$ cat config.mk
export PLATFORM = sky130hd
export DESIGN_NAME = pc_fetch_unit
export DESIGN_NICKNAME = d
export VERILOG_FILES = /design/src/rtl/pc_fetch_unit.sv
export SDC_FILE = /design/constraint.sdc
export NUM_CORES = 1
export LEC_CHECK = 0
export BUFFER_PORTS_ARGS = -buffer_cell sky130_fd_sc_hd__buf_4
export CAP_MARGIN = 20
export CORE_MARGIN = 4
export CORE_UTILIZATION = 45
export CTS_BUF_LIST = sky130_fd_sc_hd__clkbuf_2
export DETAILED_ROUTE_END_ITERATION = 12
export HOLD_SLACK_MARGIN = 0.08
export PLACE_DENSITY = 0.71
export SLEW_MARGIN = 20
export SYNTH_ARGS = -nofsm -noshare
export SYNTH_HDL_FRONTEND = slang
export SYNTH_SLANG_ARGS = --single-unit
$ cat constraint.sdc
create_clock -name clk -period 6.5 [get_ports clk]
set_clock_uncertainty 0.05 [all_clocks]
set_input_delay 1.3 -clock clk [delete_from_list [all_inputs] [get_ports clk]]
set_output_delay 1.3 -clock clk [all_outputs]
set_load 0.05 [all_outputs]
$ cat src/rtl/pc_fetch_unit.sv
// Instruction fetch front end: walks the PC, issues one request at a time to
// instruction memory, holds the fetched word for the core until it is
// consumed, and follows redirects and flushes. A misaligned target parks the
// unit in HALT until a flush or reset.
module pc_fetch_unit #(
  parameter int                XLEN         = 32,
  parameter logic [XLEN-1:0]   RESET_VECTOR = {XLEN{1'b0}}
) (
  input  logic            clk,
  input  logic            rst_n,
  output logic            imem_req,
  output logic [XLEN-1:0] imem_addr,
  input  logic            imem_ack,
  input  logic [XLEN-1:0] imem_rdata,
  output logic            inst_valid,
  output logic [XLEN-1:0] inst,
  output logic [XLEN-1:0] inst_pc,
  output logic [XLEN-1:0] pc_plus4,
  input  logic            stall,
  input  logic            redirect,
  input  logic [XLEN-1:0] redirect_pc,
  input  logic            flush,
  input  logic [XLEN-1:0] flush_pc,
  output logic            misaligned,
  output logic [XLEN-1:0] instret
);

  typedef enum logic [2:0] {
    S_BOOT,
    S_FETCH,
    S_VALID,
    S_DROP,
    S_HALT
  } state_t;

  localparam logic [XLEN-1:0] FOUR = XLEN'(4);
  localparam logic [XLEN-1:0] ONE  = XLEN'(1);

  state_t          r_state;
  logic [XLEN-1:0] r_pc;
  logic            r_req;
  logic [XLEN-1:0] r_addr;
  logic            r_valid;
  logic [XLEN-1:0] r_inst;
  logic [XLEN-1:0] r_inst_pc;
  logic            r_misaligned;
  logic [XLEN-1:0] r_instret;

  logic [XLEN-1:0] w_pc_plus4;
  logic            w_flush_misaligned;
  logic            w_redirect_misaligned;
  logic            w_keep_outstanding;

  assign w_pc_plus4            = r_inst_pc + FOUR;
  assign w_flush_misaligned    = (flush_pc[1:0] != 2'b00);
  assign w_redirect_misaligned = (redirect_pc[1:0] != 2'b00);
  // An un-acked request must stay on the bus; its data is thrown away in DROP.
  assign w_keep_outstanding    = (r_state == S_DROP) ||
                                 ((r_state == S_FETCH) && !imem_ack);

  assign imem_req   = r_req;
  assign imem_addr  = r_addr;
  assign inst_valid = r_valid;
  assign inst       = r_inst;
  assign inst_pc    = r_inst_pc;
  assign pc_plus4   = w_pc_plus4;
  assign misaligned = r_misaligned;
  assign instret    = r_instret;

  // Fetch state machine: flush overrides everything, then per-state behaviour.
  always_ff @(posedge clk or negedge rst_n) begin
    if (!rst_n) begin
      r_state      <= S_BOOT;
      r_pc         <= RESET_VECTOR;
      r_req        <= 1'b0;
      r_addr       <= RESET_VECTOR;
      r_valid      <= 1'b0;
      r_inst       <= '0;
      r_inst_pc    <= '0;
      r_misaligned <= 1'b0;
      r_instret    <= '0;
    end else if (flush) begin
      r_pc    <= flush_pc;
      r_valid <= 1'b0;
      if (w_flush_misaligned) begin
        r_state      <= S_HALT;
        r_req        <= 1'b0;
        r_misaligned <= 1'b1;
      end else if (w_keep_outstanding) begin
        r_state      <= S_DROP;
        r_req        <= 1'b1;
        r_misaligned <= 1'b0;
      end else begin
        r_state      <= S_FETCH;
        r_req        <= 1'b1;
        r_addr       <= flush_pc;
        r_misaligned <= 1'b0;
      end
    end else begin
      case (r_state)
        S_BOOT: begin
          r_state <= S_FETCH;
          r_req   <= 1'b1;
          r_addr  <= r_pc;
        end
        S_FETCH: begin
          if (imem_ack) begin
            r_inst    <= imem_rdata;
            r_inst_pc <= r_pc;
            r_valid   <= 1'b1;
            r_req     <= 1'b0;
            r_state   <= S_VALID;
          end
        end
        S_VALID: begin
          if (!stall) begin
            r_instret <= r_instret + ONE;
            r_valid   <= 1'b0;
            if (redirect && w_redirect_misaligned) begin
              r_misaligned <= 1'b1;
              r_state      <= S_HALT;
            end else if (redirect) begin
              r_pc    <= redirect_pc;
              r_addr  <= redirect_pc;
              r_req   <= 1'b1;
              r_state <= S_FETCH;
            end else begin
              r_pc    <= w_pc_plus4;
              r_addr  <= w_pc_plus4;
              r_req   <= 1'b1;
              r_state <= S_FETCH;
            end
          end
        end
        S_DROP: begin
          if (imem_ack) begin
            r_addr  <= r_pc;
            r_state <= S_FETCH;
          end
        end
        S_HALT: begin
          r_req   <= 1'b0;
          r_valid <= 1'b0;
        end
        default: begin
          r_state <= S_BOOT;
          r_req   <= 1'b0;
          r_valid <= 1'b0;
        end
      endcase
    end
  end

endmodule

==> key figures <==
Status
  – Run status: finished, final reports clean

Global route
  – Met2 Track Usage GR: between 30 and 40%
  – GR Layer Usage met3: 6.29%
  – GRT Residual Overflow: 0
  – Global-route wire length before repair: about 44000 um
  – Via count of the first global-routing pass: just over 8000
  – Number of antenna violations at the first check in global routing: 1
  – Tot GR Track Use: 24.9%
  – Met1 layer usage reported by global route: between 30% and 40%
  – Largest net degree at the start of global routing: ~70
  – Most heavily used metal layer in global routing: met2

Clock tree
  – Clock Path Buffers: 2
  – Clock buffer count from CTS: 17
  – CTS tree: done
  – Clock Root Buffer: clkbuf_2
  – H-tree level count: 4
  – Gates resized, CTS repair: 0
  – Clk sinks: approximately 170
  – Clock latency on the worst-skew pair: 0.75 ns
  – Post-CTS Setup Bufs: 0
  – Clock-pin slew on the worst setup and hold paths: ~0.29 ns
  – Number of buffers added to fix hold violations after cts: 0

Placement
  – Detailed placement HPWL: 19400 um
  – Port bufs: around 260
  – Number of cells in the design after placement: roughly 1400
  – Worst Setup Slack post-DPL: 2.39 ns
  – Total cell area at the placement stage: 11100 sq um
  – Final RePlAce weighted congestion: around 0.95

Critical path
  – Slack of the worst reg-to-reg path: roughly 3.7 ns
  – Crit path max fanout: 8
  – Reg2reg end: imem_addr[26]
  – Type of the setup path with the least slack: reg2out
  – R2r worst-path depth: 6
  – Critical register-to-register path startpoint: inst_pc[2]
  – End point of the critical path: pc_plus4[24]
  – CP Data Arrival Time: approximately 3.4 ns
  – Critical Path Start: inst_pc[2]
  – Worst Path Required: roughly 5 ns
  – Type of element launching the critical path: flip-flop
  – Type of element capturing the critical path: output port

Final layout
  – Synthesis-to-finish area growth: 27.0%
  – Filler cell count: about 1800
  – Layout cell share with drive strength beyond 1: 34.3%
  – Register Area: 4150 sq um
  – Layout net count: roughly 1300
  – Area taken by multi-input logic gates: 4430 sq um
  – Design area: 11300 sq um
  – Util after Layout: 58.3%
  – Final Instance Count excl. Fillers: around 1400

Route
  – Final wirelength: 28000 um
  – Vias per Instance: ~5.8
  – Drt first-iter violations: roughly 620
  – Routed length per placed instance: between 15 and 20 um
  – Number of vias after detailed routing: 8262
  – Post-detailed-route DRC marker count: 0
  – Total iterations of the first detailed-routing run: 5
  – Antenna violation net count after detailed routing: 0

Pwr
  – Psw: 3.03 mW
  – Sequential cell fraction of total power: 31.6%
  – Power share of the combinational group: between 50% and 60%
  – Tot Pwr: 5.59 mW
  – Largest vdd supply drop: ~0.00038 V
  – P_int: ~2.6 mW
  – Switching part of the total power: a little over half
  – Reported leakage power: 5.12 nW
  – Power density over the cells: 493 nW/um^2
  – Clock group share of total power: 11.0%

STA
  – Shortest period the worst path allows: about 4.8 ns
  – Transition time of the tightest slew-check pin: between 1 and 1.5 ns
  – Total setup violations reported at the end of the flow: 0
  – Worst hold margin: roughly 0.40 ns
  – Final clock period utilization by the worst path: 73.3%
  – Worst-case setup margin in the final layout: between 1.5 and 2 ns
  – Unrepaired setup endpoints after global routing: false
  – Setup TNS after final layout: 0 ns
  – Max-slew violation count: 0
  – Fin. Hold Viols: 0
  – Headroom to the max-slew limit: 31.4%
  – F_max: ~0.21 GHz

Yosys
  – Number of synthesized register bits: approximately 170
  – Warnings, synthesis: 0
  – Fraction of registers with async set/reset: 100%
  – Average footprint of a synthesized cell: ~9.7 sq um
  – Post-synth EDFFs: 0
  – Post-Synthesis Net Count: approximately 1000
  – Post-synth cell types: 77
  – Sequential cell area fraction in the yosys report: 46.5%
  – Synthesized instance count: a little over 900
  – Post-Syn Area: between 8000 and 9000 sq um
  – Main synth FF type: dfrtp_1

Run
  – Max-Cap Viols: 0

Hold path
  – Worst hold-check path type: in2async

Floorplan
  – Die outline width: ~150 um
  – Initial cell density of the core: 45.9%
  – Area of the die: approximately 22000 sq um
  – I/O pin cnt: ~270
  – Core ar.: about 19000 sq um
  – Site Rows: 51
  – Die span in y: 149 um
cells by family after synthesis:
kind of cell	share of synthesized area, %
muxes	9.22
DFF	46.5
AOI/OAI and AO/OA	15.7
adders and majority gates	0.280
buffers and inverters	4.19
and+or+nand+nor	19.3
xor gates and xnor gates	4.71
metal layers:
metal,wire [um],vias up
li1,-,3808
met3,2360,57
met4,860,0
met5,0,-
met1,11500,4015
met2,13200,382
critical path: stages, from the launching register on:
cell,delay [ns]
dfrtp_1,0.53
ha_1,0.23
nand3_1,0.35
nor4_2,0.78
a21boi_0,0.25
or2_2,0.35
buf_4,0.19
Yosys cell counts, types with 4 or more instances:
library cell | instances | area, sq um
nand2b_1 | 13 | 81.3
buf_1 | 4 | 15.0
o41ai_1 | 4 | 35.0
mux2_2 | 58 | 653
a21boi_0 | 7 | 52.6
nor3_1 | 28 | 140
a211oi_1 | 11 | 82.6
a31oi_1 | 18 | 113
clkbuf_1 | 47 | 176
xnor2_1 | 32 | 280
and4_1 | 7 | 61.3
nand2_1 | 95 | 357
o211ai_1 | 11 | 82.6
o21a_1 | 9 | 67.6
a21oi_1 | 32 | 160
nand3_1 | 35 | 175
nand4_1 | 23 | 144
nor2_1 | 75 | 282
nor4_1 | 7 | 43.8
a2111oi_0 | 6 | 52.6
buf_2 | 11 | 55.1
o31ai_1 | 10 | 75.1
and3_1 | 16 | 100
dfrtp_1 | 166 | 4150
inv_1 | 27 | 101
mux2i_1 | 17 | 170
xor2_1 | 16 | 140
or2_2 | 13 | 81.3
o2bb2ai_1 | 4 | 35.0
o221ai_1 | 5 | 43.8
o21ai_0 | 39 | 195
area by class of cell:
cell class	instances	share of cell area [%]
multi-input combinational	666	39.1
clock inverter	13	1.42
sequential	166	36.6
tap	265	2.92
timing repair buffer	275	18.2
antenna	1	0.0221
clock buffer	19	0.838
inverter	27	0.893
worst min path at each step:
stage | from | to | slack [ns] | depth (start not counted)
after floorplan | r_pc[30] | inst_pc[30] | 0.42 | 2
after global placement | instret[31] | instret[31] | 0.41 | 1
after detailed placement | imem_addr[5] | imem_addr[5] | 0.42 | 1
after CTS | rst_n | imem_addr[4] | 0.36 | 1
after global routing | rst_n | r_pc[4] | 0.33 | 1
final | rst_n | inst_pc[7] | 0.40 | 1
power by group through the flow:
stage	combinational, mW	clock [mW]	sequential (mW)
final	3.21	0.614	1.77
after global routing	3.36	0.671	1.82
after CTS	3.22	0.630	1.76
after detailed placement	3.22	0	1.78
after global placement	3.19	0	1.77
after floorplan	1.23	0	2.71
placed cells by master (no fill, tap or decap), types with 6 or more instances in the layout:
cell	n
a2111oi_0	6
a211oi_1	11
a21boi_0	7
a21oi_1	32
a31oi_1	18
and3_1	16
and4_1	7
buf_4	274
clkbuf_2	19
dfrtp_1	166
inv_1	27
inv_6	6
mux2_2	58
mux2i_1	17
nand2_1	95
nand2b_1	13
nand3_1	35
nand4_1	23
nor2_1	75
nor3_1	27
nor4_1	7
o211ai_1	11
o21a_1	9
o21ai_0	39
o31ai_1	10
or2_2	13
xnor2_1	32
xor2_1	16
registers in the layout (all words and copies together) (netlist names):
| signal | flops |
|---|---|
| r_state | 3 |
| r_pc | 32 |
| inst_pc | 32 |
| imem_req | 1 |
| misaligned | 1 |
| imem_addr | 32 |
| inst_valid | 1 |
| instret | 32 |
| inst | 32 |
No activity file was read; power rests on OpenSTA's default activity.
